<file path="src/rtl/pool2d_stream.sv">
// Streaming P x P non-overlapping pooler (max / average) over an M x M raster frame.
// One row accumulator plus a per-window-column partial buffer; registered valid/ready output.
module pool2d_stream #(
  parameter int N = 16,
  parameter int Q = 12,
  parameter int M = 12,
  parameter int P = 3,
  parameter logic [N-1:0] PSQR_INV = 16'h01C7
) (
  input  logic         clk,
  input  logic         master_rst,
  input  logic         ce,
  input  logic         clr,
  input  logic         mode,
  input  logic [N-1:0] psqr_inv,
  input  logic [N-1:0] in_data,
  input  logic         in_valid,
  output logic         in_ready,
  output logic [N-1:0] out_data,
  output logic         out_valid,
  input  logic         out_ready,
  output logic         out_last
);
  localparam int ACC_W = N + 2 * $clog2(P);
  localparam int WN    = M / P;
  localparam int CW    = (M > 1) ? $clog2(M) : 1;
  localparam int PW    = (P > 1) ? $clog2(P) : 1;
  localparam int WW    = (WN > 1) ? $clog2(WN) : 1;
  localparam int PRW   = ACC_W + N;
  localparam logic signed [PRW-1:0] SMAX = PRW'((2 ** (N - 1)) - 1);
  localparam logic signed [PRW-1:0] SMIN = -SMAX - PRW'(1);

  logic [CW-1:0] col, row;
  logic [WW-1:0] wcol;
  logic [PW-1:0] cph, rph;
  logic signed [ACC_W-1:0] acc;
  logic signed [ACC_W-1:0] pbuf [WN];
  logic          mode_q;
  logic [N-1:0]  psqr_q;

  logic accept, frame_start, m_eff, col_start, col_end, row_start, row_end, load, last_win;
  logic [N-1:0] ps_eff, avg_val, res_val;
  logic signed [ACC_W-1:0] px, seg, res;
  logic signed [PRW-1:0] prod, sh;

  function automatic logic signed [ACC_W-1:0] f(input logic signed [ACC_W-1:0] a,
                                                input logic signed [ACC_W-1:0] b,
                                                input logic m);
    if (m) f = (a > b) ? a : b;
    else   f = a + b;
  endfunction

  assign in_ready    = ce & master_rst & (~out_valid | out_ready);
  assign accept      = in_valid & in_ready;
  assign frame_start = (row == '0) && (col == '0);
  // The first pixel of a frame already runs under the mode/multiplier being latched.
  assign m_eff       = frame_start ? mode : mode_q;
  assign ps_eff      = frame_start ? psqr_inv : psqr_q;
  assign col_start   = (cph == '0);
  assign col_end     = (cph == PW'(P - 1));
  assign row_start   = (rph == '0);
  assign row_end     = (rph == PW'(P - 1));
  assign px          = {{(ACC_W - N){in_data[N-1]}}, in_data};
  assign seg         = f(acc, px, m_eff);
  assign res         = f(pbuf[wcol], seg, m_eff);
  assign load        = accept & col_end & row_end;
  assign last_win    = (row == CW'(M - 1)) && (wcol == WW'(WN - 1));

  assign prod = PRW'(res) * PRW'($signed(ps_eff));
  assign sh   = prod >>> Q;

  always_comb begin
    avg_val = sh[N-1:0];
    if (sh > SMAX)      avg_val = SMAX[N-1:0];
    else if (sh < SMIN) avg_val = SMIN[N-1:0];
    res_val = m_eff ? res[N-1:0] : avg_val;
  end

  always_ff @(posedge clk or negedge master_rst) begin
    if (!master_rst) begin
      col <= '0; row <= '0; wcol <= '0; cph <= '0; rph <= '0;
      acc <= '0; mode_q <= 1'b1; psqr_q <= PSQR_INV;
      for (int i = 0; i < WN; i++) pbuf[i] <= '0;
    end else if (ce) begin
      if (clr) begin
        col <= '0; row <= '0; wcol <= '0; cph <= '0; rph <= '0;
        acc <= '0;
        for (int i = 0; i < WN; i++) pbuf[i] <= '0;
      end else if (accept) begin
        if (frame_start) begin
          mode_q <= mode;
          psqr_q <= psqr_inv;
        end
        acc <= col_start ? px : seg;
        if (col_end) begin
          if (row_start)     pbuf[wcol] <= seg;
          else if (!row_end) pbuf[wcol] <= res;
        end
        if (col == CW'(M - 1)) begin
          col <= '0; cph <= '0; wcol <= '0;
          if (row == CW'(M - 1)) begin
            row <= '0; rph <= '0;
          end else begin
            row <= row + CW'(1);
            rph <= row_end ? '0 : rph + PW'(1);
          end
        end else begin
          col <= col + CW'(1);
          if (col_end) begin
            cph  <= '0;
            wcol <= wcol + WW'(1);
          end else begin
            cph <= cph + PW'(1);
          end
        end
      end
    end
  end

  // Output register: a new load wins over a same-cycle transfer, so nothing is dropped.
  always_ff @(posedge clk or negedge master_rst) begin
    if (!master_rst) begin
      out_valid <= 1'b0; out_data <= '0; out_last <= 1'b0;
    end else if (ce) begin
      if (clr) begin
        out_valid <= 1'b0; out_last <= 1'b0;
      end else if (load) begin
        out_valid <= 1'b1; out_data <= res_val; out_last <= last_win;
      end else if (out_valid && out_ready) begin
        out_valid <= 1'b0; out_data <= '0; out_last <= 1'b0;
      end
    end
  end
endmodule
</file>
<file path="config.mk">
export PLATFORM = sky130hd
export DESIGN_NAME = pool2d_stream
export DESIGN_NICKNAME = d
export VERILOG_FILES = /design/src/rtl/pool2d_stream.sv
export SDC_FILE = /design/constraint.sdc
export NUM_CORES = 1
export LEC_CHECK = 0
export ABC_AREA = 1
export CAP_MARGIN = 20
export CORE_UTILIZATION = 60
export CTS_CLUSTER_DIAMETER = 120
export CTS_CLUSTER_SIZE = 28
export DETAILED_ROUTE_END_ITERATION = 10
export PLACE_DENSITY = 0.86
export SLEW_MARGIN = 20
export SYNTH_ARGS = -nofsm -noshare
export SYNTH_HDL_FRONTEND = slang
export SYNTH_SLANG_ARGS = --single-unit
</file>
<file path="constraint.sdc">
create_clock -name clk -period 15.3 [get_ports clk]
set_input_delay 3.06 -clock clk [delete_from_list [all_inputs] [get_ports clk]]
set_output_delay 3.06 -clock clk [all_outputs]
set_load 0.05 [all_outputs]
</file>
Word level (Yosys, flattened, before mapping)
Cells that the tools add are included.

RAM bits: 0. Register bits after elaboration: 149. Memories: 0. Bits in latches: 0. Bits of input ports: 39. Bits in read-only memories: 0.

Bitwise operators: 9. Magnitude comparators: 6. Multiply operators: 1. Reductions and logical operators: 21. Mux-type cells: 51. Shift-type cells: 0. $add $sub $neg: 7. Div/mod/pow operators: 0. Equality and inequality tests: 6.

Operator list (count): 2-to-1 mux 80 bit (5); 2-to-1 mux 20 bit (10); bitwise mux 80 bit (2); 2-to-1 mux 16 bit (6); binary-select mux 20 bit (select 2 bit) (1); demux 20 bit (select 2 bit) (1); multiplier 20 x 16 -> 36 bit (1); 2-to-1 mux 4 bit (7); 2-to-1 mux 2 bit (13); > comparator 24 x 16 -> 1 bit, second input constant (1); less-than comparator 24 x 16 -> 1 bit, second input constant (1); adder 20 x 16 -> 20 bit (1); adder 20 bit (1); > comparator 20 x 16 -> 1 bit (1); > comparator 20 bit (1); AND reduction 3 bit (4); adder 4 x 1 -> 4 bit, second input constant (2); equality test 4 bit, second input constant (2); logical NOT 4 bit (2); nonzero test 2 bit (4); adder 2 x 1 -> 2 bit, second input constant (3); equality test 2 bit, second input constant (3); 2-to-1 mux 1 bit (6); nonzero test 3 bit (2); other kinds (11) (21).

Longest topological paths before layout
Gate-level depths: netlist of the first run.

Word-level depth: 13. Gate-level depth with buffers: 68.

Worst setup path after synthesis of the first run
Ideal clock, no wire load.

Kind: in2reg. Start: input in_data[15]. End: register out_data[10]. Setup slack: 2250 ps. Buffers on the path: 3. Cell stages on the path: 56. Required time: 15182 ps. Arrival time: 12932 ps. Cells stage by stage: inv_1 ha_1 nand2_1 inv_1 nand2_1 nand2_1 a21oi_1 nand4_1 nand3_2 buf_6 clkbuf_1 o21ai_0 o21ai_0 inv_1 ha_1 inv_2 o311ai_0 a21o_1 [20 not listed] ha_1 nand2_1 nor2_1 nand2_1 nor2_1 a211oi_1 nand2_1 nand2_1 nand2_1 nor2_1 nand2_1 nor2_2 nand3_2 a21oi_4 buf_6 nand2_1 nand2_1 nand2_1.

Longest elaborated chain between the ends: 12. Elaborated cells between the ends (all ways): 15. Those cells by class: add/sub: 2; mul: 1; order compare: 4; mux: 8.

RTL lines: start: declaration (RTL line 16) `input logic [N-1:0] in_data,`; > comparator 20 x 16 -> 1 bit (RTL line 49) `if (m) f = (a > b) ? a : b;`; 2-to-1 mux 20 bit (RTL line 49); 2-to-1 mux 20 bit * (RTL line 49); > comparator 20 bit (RTL line 49); 2-to-1 mux 20 bit (RTL line 49); 2-to-1 mux 20 bit * (RTL line 49); multiplier 20 x 16 -> 36 bit (RTL line 69) `assign prod = PRW'(res) * PRW'($signed(ps_eff));`; less-than comparator 24 x 16 -> 1 bit (RTL line 75) `else if (sh < SMIN) avg_val = SMIN[N-1:0];`; 2-to-1 mux 16 bit (RTL line 75); 2-to-1 mux 16 bit (RTL line 74) `if (sh > SMAX) avg_val = SMAX[N-1:0];`; 2-to-1 mux 16 bit * (RTL line 76) `res_val = m_eff ? res[N-1:0] : avg_val;`; 2-to-1 mux 16 bit * (RTL line 127) `end else if (load) begin`; end signal: assignment (RTL line 123) `out_valid <= 1'b0; out_data <= '0; out_last <= 1'b0;`; end signal: assignment (RTL line 128) `out_valid <= 1'b1; out_data <= res_val; out_last <= last_win;`; end signal: assignment (RTL line 130) `out_valid <= 1'b0; out_data <= '0; out_last <= 1'b0;`; end: declaration (RTL line 19) `output logic [N-1:0] out_data,`.

Mark *: on every way between the ends. The rest lies on a longest branch, timed or not. A chain may end at the register's enable or synchronous reset.

Final worst setup path of the first run
Start: input in_data[5]. End: register out_data[12].

The elaborated chain is that of the path after synthesis.

==> results of run 1 <==
## cell usage after synthesis, types with 24 or more instances
cell and count:
sky130_fd_sc_hd__nand2_1 583, sky130_fd_sc_hd__o31ai_1 29, sky130_fd_sc_hd__ha_1 173, sky130_fd_sc_hd__nand3_1 58
sky130_fd_sc_hd__nor2_1 331, sky130_fd_sc_hd__inv_1 634, sky130_fd_sc_hd__or2_2 24, sky130_fd_sc_hd__dfrtp_1 142
sky130_fd_sc_hd__clkbuf_1 67, sky130_fd_sc_hd__a21oi_1 184, sky130_fd_sc_hd__o32ai_1 36, sky130_fd_sc_hd__fa_1 319
sky130_fd_sc_hd__nand2_2 30, sky130_fd_sc_hd__o21ai_0 203
## cells in the final DEF, fill, tap and decap left out, types with 17 or more instances in the layout
cell	Yosys	final
sky130_fd_sc_hd__inv_1	634	633
sky130_fd_sc_hd__nand2_1	583	583
sky130_fd_sc_hd__nor2_1	331	330
sky130_fd_sc_hd__fa_1	319	318
sky130_fd_sc_hd__o21ai_0	203	198
sky130_fd_sc_hd__a21oi_1	184	183
sky130_fd_sc_hd__ha_1	173	173
sky130_fd_sc_hd__dfrtp_1	142	142
sky130_fd_sc_hd__buf_4	0	89
sky130_fd_sc_hd__nand3_1	58	58
sky130_fd_sc_hd__clkdlybuf4s50_1	0	56
sky130_fd_sc_hd__o32ai_1	36	36
sky130_fd_sc_hd__nand2_2	30	30
sky130_fd_sc_hd__o31ai_1	29	29
sky130_fd_sc_hd__or2_2	24	24
sky130_fd_sc_hd__xor2_1	21	21
sky130_fd_sc_hd__clkbuf_16	0	17
## state kept, by name, summed over array words and instances (netlist names)
| name | cells |
|---|---|
| pbuf | 80 |
| acc | 20 |
| out_data | 16 |
| psqr_q | 16 |
| col | 4 |
| row | 4 |
| cph | 2 |
| rph | 2 |
| wcol | 2 |
| mode_q | 1 |
| out_last | 1 |
| out_valid | 1 |
## per-layer routing
metal  track usage [%]  vias up  wire, µm
met1              45.5    10300     25800
met2              64.8     1271     35200
li1                  -     9524         -
met4              28.7        2      6040
met3              7.56      379      6900
met5                 0        -        18
## cell families (layout without fill, tap and decap cells)
| family | Yosys count | in the layout | synth area share, % |
|---|---|---|---|
| adders and majority gates | 492 | 492 | 37.4 |
| muxes | 1 | 1 | 0.0437 |
| buffers and inverters | 735 | 834 | 12.2 |
| AOI/OAI and AO/OA | 520 | 520 | 12.9 |
| DFF | 149 | 149 | 16.3 |
| xor gates and xnor gates | 37 | 37 | 1.42 |
| and+or+nand+nor | 1091 | 1091 | 19.7 |
## metrics by stage
step | area, µm² | hold WS, ps
after floorplan | 22900 | 444
after CTS | 25100 | 480
after detailed placement | 24400 | 464
final | 25100 | 476
after global routing | 25100 | 505
after global placement | 24400 | 458
## worst min-delay path, delay by kind of cell (launching register included)
kind	cells	cell delay, ps
flip-flops	1	340
AND/OR/NAND/NOR	2	100
## cell type report
class	count	area (µm²)
Clock buffer	18	439
Clock inverter	14	164
Fill cell	3156	12500
Inverter	654	2460
Multi-Input combinational cell	2141	16400
Sequential cell	149	3740
Tap cell	511	639
Timing Repair Buffer	148	1270
## final timing paths
path / from / to / slack, ps / depth (start not counted)
worst min register to register: out_data[9] / out_data[9] / 480 / 2
worst min-delay path: out_data[9] / out_data[9] / 480 / 2
worst max-delay path: in_data[5] / out_data[12] / 600 / 60
max in group asynchronous: master_rst / pbuf[19] / 11200 / 2
worst max register to register: col[0] / out_data[12] / 3020 / 55
min in group asynchronous: master_rst / acc[10] / 2650 / 1
## timing repair
item | 4_1_cts | 5_1_grt
endpoints found under the setup margin | 0 | 16
buffers inserted | 0 | 1
gates resized for setup | 0 | 13
==> impl_metrics.yaml, run 1 <==
synth:
  netlist.area_leader.share_pct: 27.9
  yosys.area.top_type: "sky130_fd_sc_hd__fa_1"
  synth-main-ff-cell: "sky130_fd_sc_hd__dfrtp_1"
  synth_top_area_cells: "sky130_fd_sc_hd__fa_1, sky130_fd_sc_hd__dfrtp_1, sky130_fd_sc_hd__inv_1, sky130_fd_sc_hd__nand2_1, sky130_fd_sc_hd__ha_1"
  synth_seq_area_share_pct: 16.3
  yosys_register_bits: 149
  synth_area_mm2: 0.0229
  postSynthNetCount: 3556
  avgSynthCellArea_um2: 7.57
  synth-warning-count: 0
  asyncSetResetFlopFracSynth_pct: 100
  syn-instance-count: 3025
  synth_cell_types: 54
  synth_enable_flop_cells: 0
worst_setup_path:
  critical-path-top-delay-family: "adder cells"
  slowest_stage: "sky130_fd_sc_hd__o21ai_0"
  endpoint_type_of_the_worst_setup_path: "flop"
  worstPathArrival_ps: 15030
  startpoint_type: "input pin"
  crit_top_cell: "sky130_fd_sc_hd__nand2_1"
  worst_path_largest_cell_delay_ps: 630
  cp_max_fo: 27
  critical_path_buf_inv_count: 15
  setup.worst_path.class: "input pin to flop"
  endpoint_required_time_on_the_critical_path_ps: 15630
sta:
  totalNegativeSetupSlack_ps: 0
  achievable-frequency_mhz: 68.0
  hold_violations: 0
  tightest_pin_transition_ps: 1140
  setup_viol: 0
  grt_setup_unrepaired: "no"
  normalized_max_slew_margin_pct: 23.8
  final_min_period_over_clock_period_pct: 96.1
  setup_ws_ps: 598
  clock_skew_ps: 18.6
  final_period_minus_worst_setup_slack_ps: 14700
  slew_viol_final: 0
clocking:
  worst_skew_pair.late_latency_ps: 450
  clock_sinks: 149
  clock-root-buffer: "sky130_fd_sc_hd__clkbuf_16"
  cts-root-to-sink-buffers: 2
  numCtsBuffers: 17
  clock_tree.htree_level_count: 4
  tritoncts: "built"
  clkTransAtPathRegs_ps: 70
  postCtsHoldBufs: 0
cells_and_area:
  final_util_pct: 66.8
  nNetsFinal: 3642
  final_cells: 3635
  n_antenna_cell: 0
  area_delta_synth_final_pct: 9.67
  drive_gt1_share_pct: 6.98
global_routing:
  grt_start_max_net_pins: 83
  grt_antenna_before_repair: 1
  grtUsageTotal_pct: 39.2
  grt_pass1_vias: 22000
  grt_overflow_total: 0
  grt_pass1_wl_um: 116000
floorplan:
  placementRows: 71
  initial_utilization_pct: 60.9
  die-width_um: 197
  floorplan.io_pins: 58
  fp.dieArea_mm2: 0.0389
  core_area_mm2: 0.0376
  die_h_um: 197
routing:
  routed-via-count: 21500
  firstDrtPassIters: 5
  remaining_drc_errors: 0
  routed_wire_length_per_instance_um: 20.4
  drt-vias-per-instance: 5.91
  totalWireLength_um: 74000
  detail_route.iter0.violations: 1985
  drtAntennaViolNets: 0
min_path:
  hold_path_class: "flop to flop"
placed_design:
  port_buffers: 57
  gpl.final_weighted_congestion: 1.07
  place_worst_setup_slack_ps: 246
  dpl.cell_count: 3601
  place_hpwl_um: 59300
job:
  drv_cap: 0
outcome:
  status: "completed"
Power of run 1 is not shown: default switching activity piles up to over one toggle a cycle in this logic, so the estimate is an artifact.
==> run 2: changes to the inputs <==
CAP_MARGIN = default   (was 20)
==> run 2 against run 1 <==
Net effect: die area did not move; non-clock buffer count fell by 1; clock skew fell by 1.2 ps; final area barely moved; worst hold slack barely moved; global-route usage did not move; via count barely moved; worst setup slack got worse by 21 ps; first-iteration DRC count rose by 0.60%; core utilization barely moved; critical path depth did not move; clock-buffer cell count did not move; critical endpoint is now out_data[3].
==> impl_metrics.yaml, run 2 (same netlist as run 1, synthesis figures left out) <==
cells_and_area:
  largest_register_ffs: 80
  finalInstanceArea_mm2: 0.0251
  mostFrequentLayoutCells: "sky130_fd_sc_hd__inv_1, sky130_fd_sc_hd__nand2_1, sky130_fd_sc_hd__nor2_1"
  area_delta_synth_final_pct: 9.62
  multiInputGateArea_mm2: 0.0164
  drive_gt1_share_pct: 6.95
  storage_cell_area_mm2: 0.00374
  filler_cell_count: 3156
  registers.top_by_ff_count: "pbuf"
  mostFrequentLayoutCell: "sky130_fd_sc_hd__inv_1"
  reg.largest.list: "pbuf (80), acc (20)"
  nNetsFinal: 3641
  final_cells: 3635
min_path:
  min_delay_worst_endpoint: "out_data[9]"
  hold_path_class: "flop to flop"
  hold_path.startpoint: "out_data[9]"
  timing.hold.worst_path_depth: 2
worst_setup_path:
  reg2regPathDepth: 55
  cp_max_fo: 27
  worstPathArrival_ps: 15100
  worst_r2r_endpoint: "out_data[3]"
  worst_path_largest_cell_delay_ps: 670
  setup.worst_path.class: "input pin to flop"
  endpoint_type_of_the_worst_setup_path: "flop"
  crit_top_cell: "sky130_fd_sc_hd__nand2_1"
  startpoint_type: "input pin"
  endpoint_required_time_on_the_critical_path_ps: 15670
  slowest_stage: "sky130_fd_sc_hd__o21ai_0"
  reg2reg_setup_slack_ps: 2980
  crit_start: "in_data[5]"
  rr_startpoint: "col[0]"
sta:
  clock_skew_ps: 17.4
  setup_viol: 0
  normalized_max_slew_margin_pct: 25.8
  grt_setup_unrepaired: "no"
  totalNegativeSetupSlack_ps: 0
  final_min_period_over_clock_period_pct: 96.2
  hold_violations: 0
  tightest_pin_transition_ps: 1110
  achievable-frequency_mhz: 67.9
  final_period_minus_worst_setup_slack_ps: 14720
  slew_viol_final: 0
  setup_ws_ps: 577
global_routing:
  grt_pass1_wl_um: 116000
  grt_use_met3_pct: 7.56
  grt_antenna_before_repair: 1
  grt_start_max_net_pins: 83
  grt_pass1_vias: 22000
  grtUsageTotal_pct: 39.2
  global_route.peak_usage_layer: "met2"
  grt_use_met1_pct: 45.5
  grt_overflow_total: 0
  grt_util_met2_pct: 64.8
placed_design:
  dpl.cell_count: 3601
  port_buffers: 57
  place_worst_setup_slack_ps: 246
  placed_area_mm2: 0.0244
  place_hpwl_um: 59300
  gpl.final_weighted_congestion: 1.07
floorplan:
  core_area_mm2: 0.0376
  fp.dieArea_mm2: 0.0389
  floorplan.io_pins: 58
  placementRows: 71
  initial_utilization_pct: 60.9
  die_h_um: 197
  die-width_um: 197
routing:
  routed_wire_length_per_instance_um: 20.3
  firstDrtPassIters: 6
  remaining_drc_errors: 0
  drt-vias-per-instance: 5.91
  totalWireLength_um: 73800
  drtAntennaViolNets: 0
  routed-via-count: 21500
  detail_route.iter0.violations: 1997
clocking:
  clock-root-buffer: "sky130_fd_sc_hd__clkbuf_16"
  clkTransAtPathRegs_ps: 70
  clock_tree.htree_level_count: 4
  cts-root-to-sink-buffers: 2
  numCtsBuffers: 17
  worst_skew_pair.late_latency_ps: 450
  tritoncts: "built"
  clock_sinks: 149
outcome:
  status: "completed"
job:
  drv_cap: 0
[run 2: routing by layer]
layer | up-vias | part of all wire (%)
li1 | 9525 | -
met1 | 10300 | 35
met2 | 1267 | 48
met3 | 375 | 9.3
met4 | 0 | 8.1
met5 | - | 0
[run 2: final cells by class]
cell class	count	share of cell area (%)
repair buffers	147	5.02
multi-input cells	2141	65.3
clock inverters	14	0.653
inverters	654	9.80
clock buffers	18	1.75
flip-flops and latches	149	14.9
diodes	1	0.00997
well taps	511	2.55
[run 2: critical path: cells and delay by family]
family,cells,cell delay [ps]
and+or+nand+nor,26,2970
AOI/OAI and AO/OA,11,2710
adders and majority gates,9,4260
buffers and inverters,14,2050
[run 2: how the worst max path moves through the flow]
| stage | endpoint | depth (start not counted) |
|---|---|---|
| final | out_data[3] | 60 |
| after floorplan | out_data[10] | 56 |
| after detailed placement | out_data[3] | 59 |
| after global routing | out_data[4] | 59 |
| after CTS | out_data[3] | 59 |
| after global placement | out_data[1] | 58 |
[run 2: timing repair]
action                                  in CTS  in global routing
setup buffers                                0                  1
endpoints found under the setup margin       0                 16
resized for setup                            0                 13
hold buffers                                 0                  0
[run 2: per-stage QoR]
stage                     util [%]  hold slack (ps)
after floorplan                  -              444
after global routing          66.8              505
after detailed placement      65.1              464
final                         66.8              477
after global placement        65.1              458
after CTS                     66.7              480
Power of run 2 is left out for the same reason.
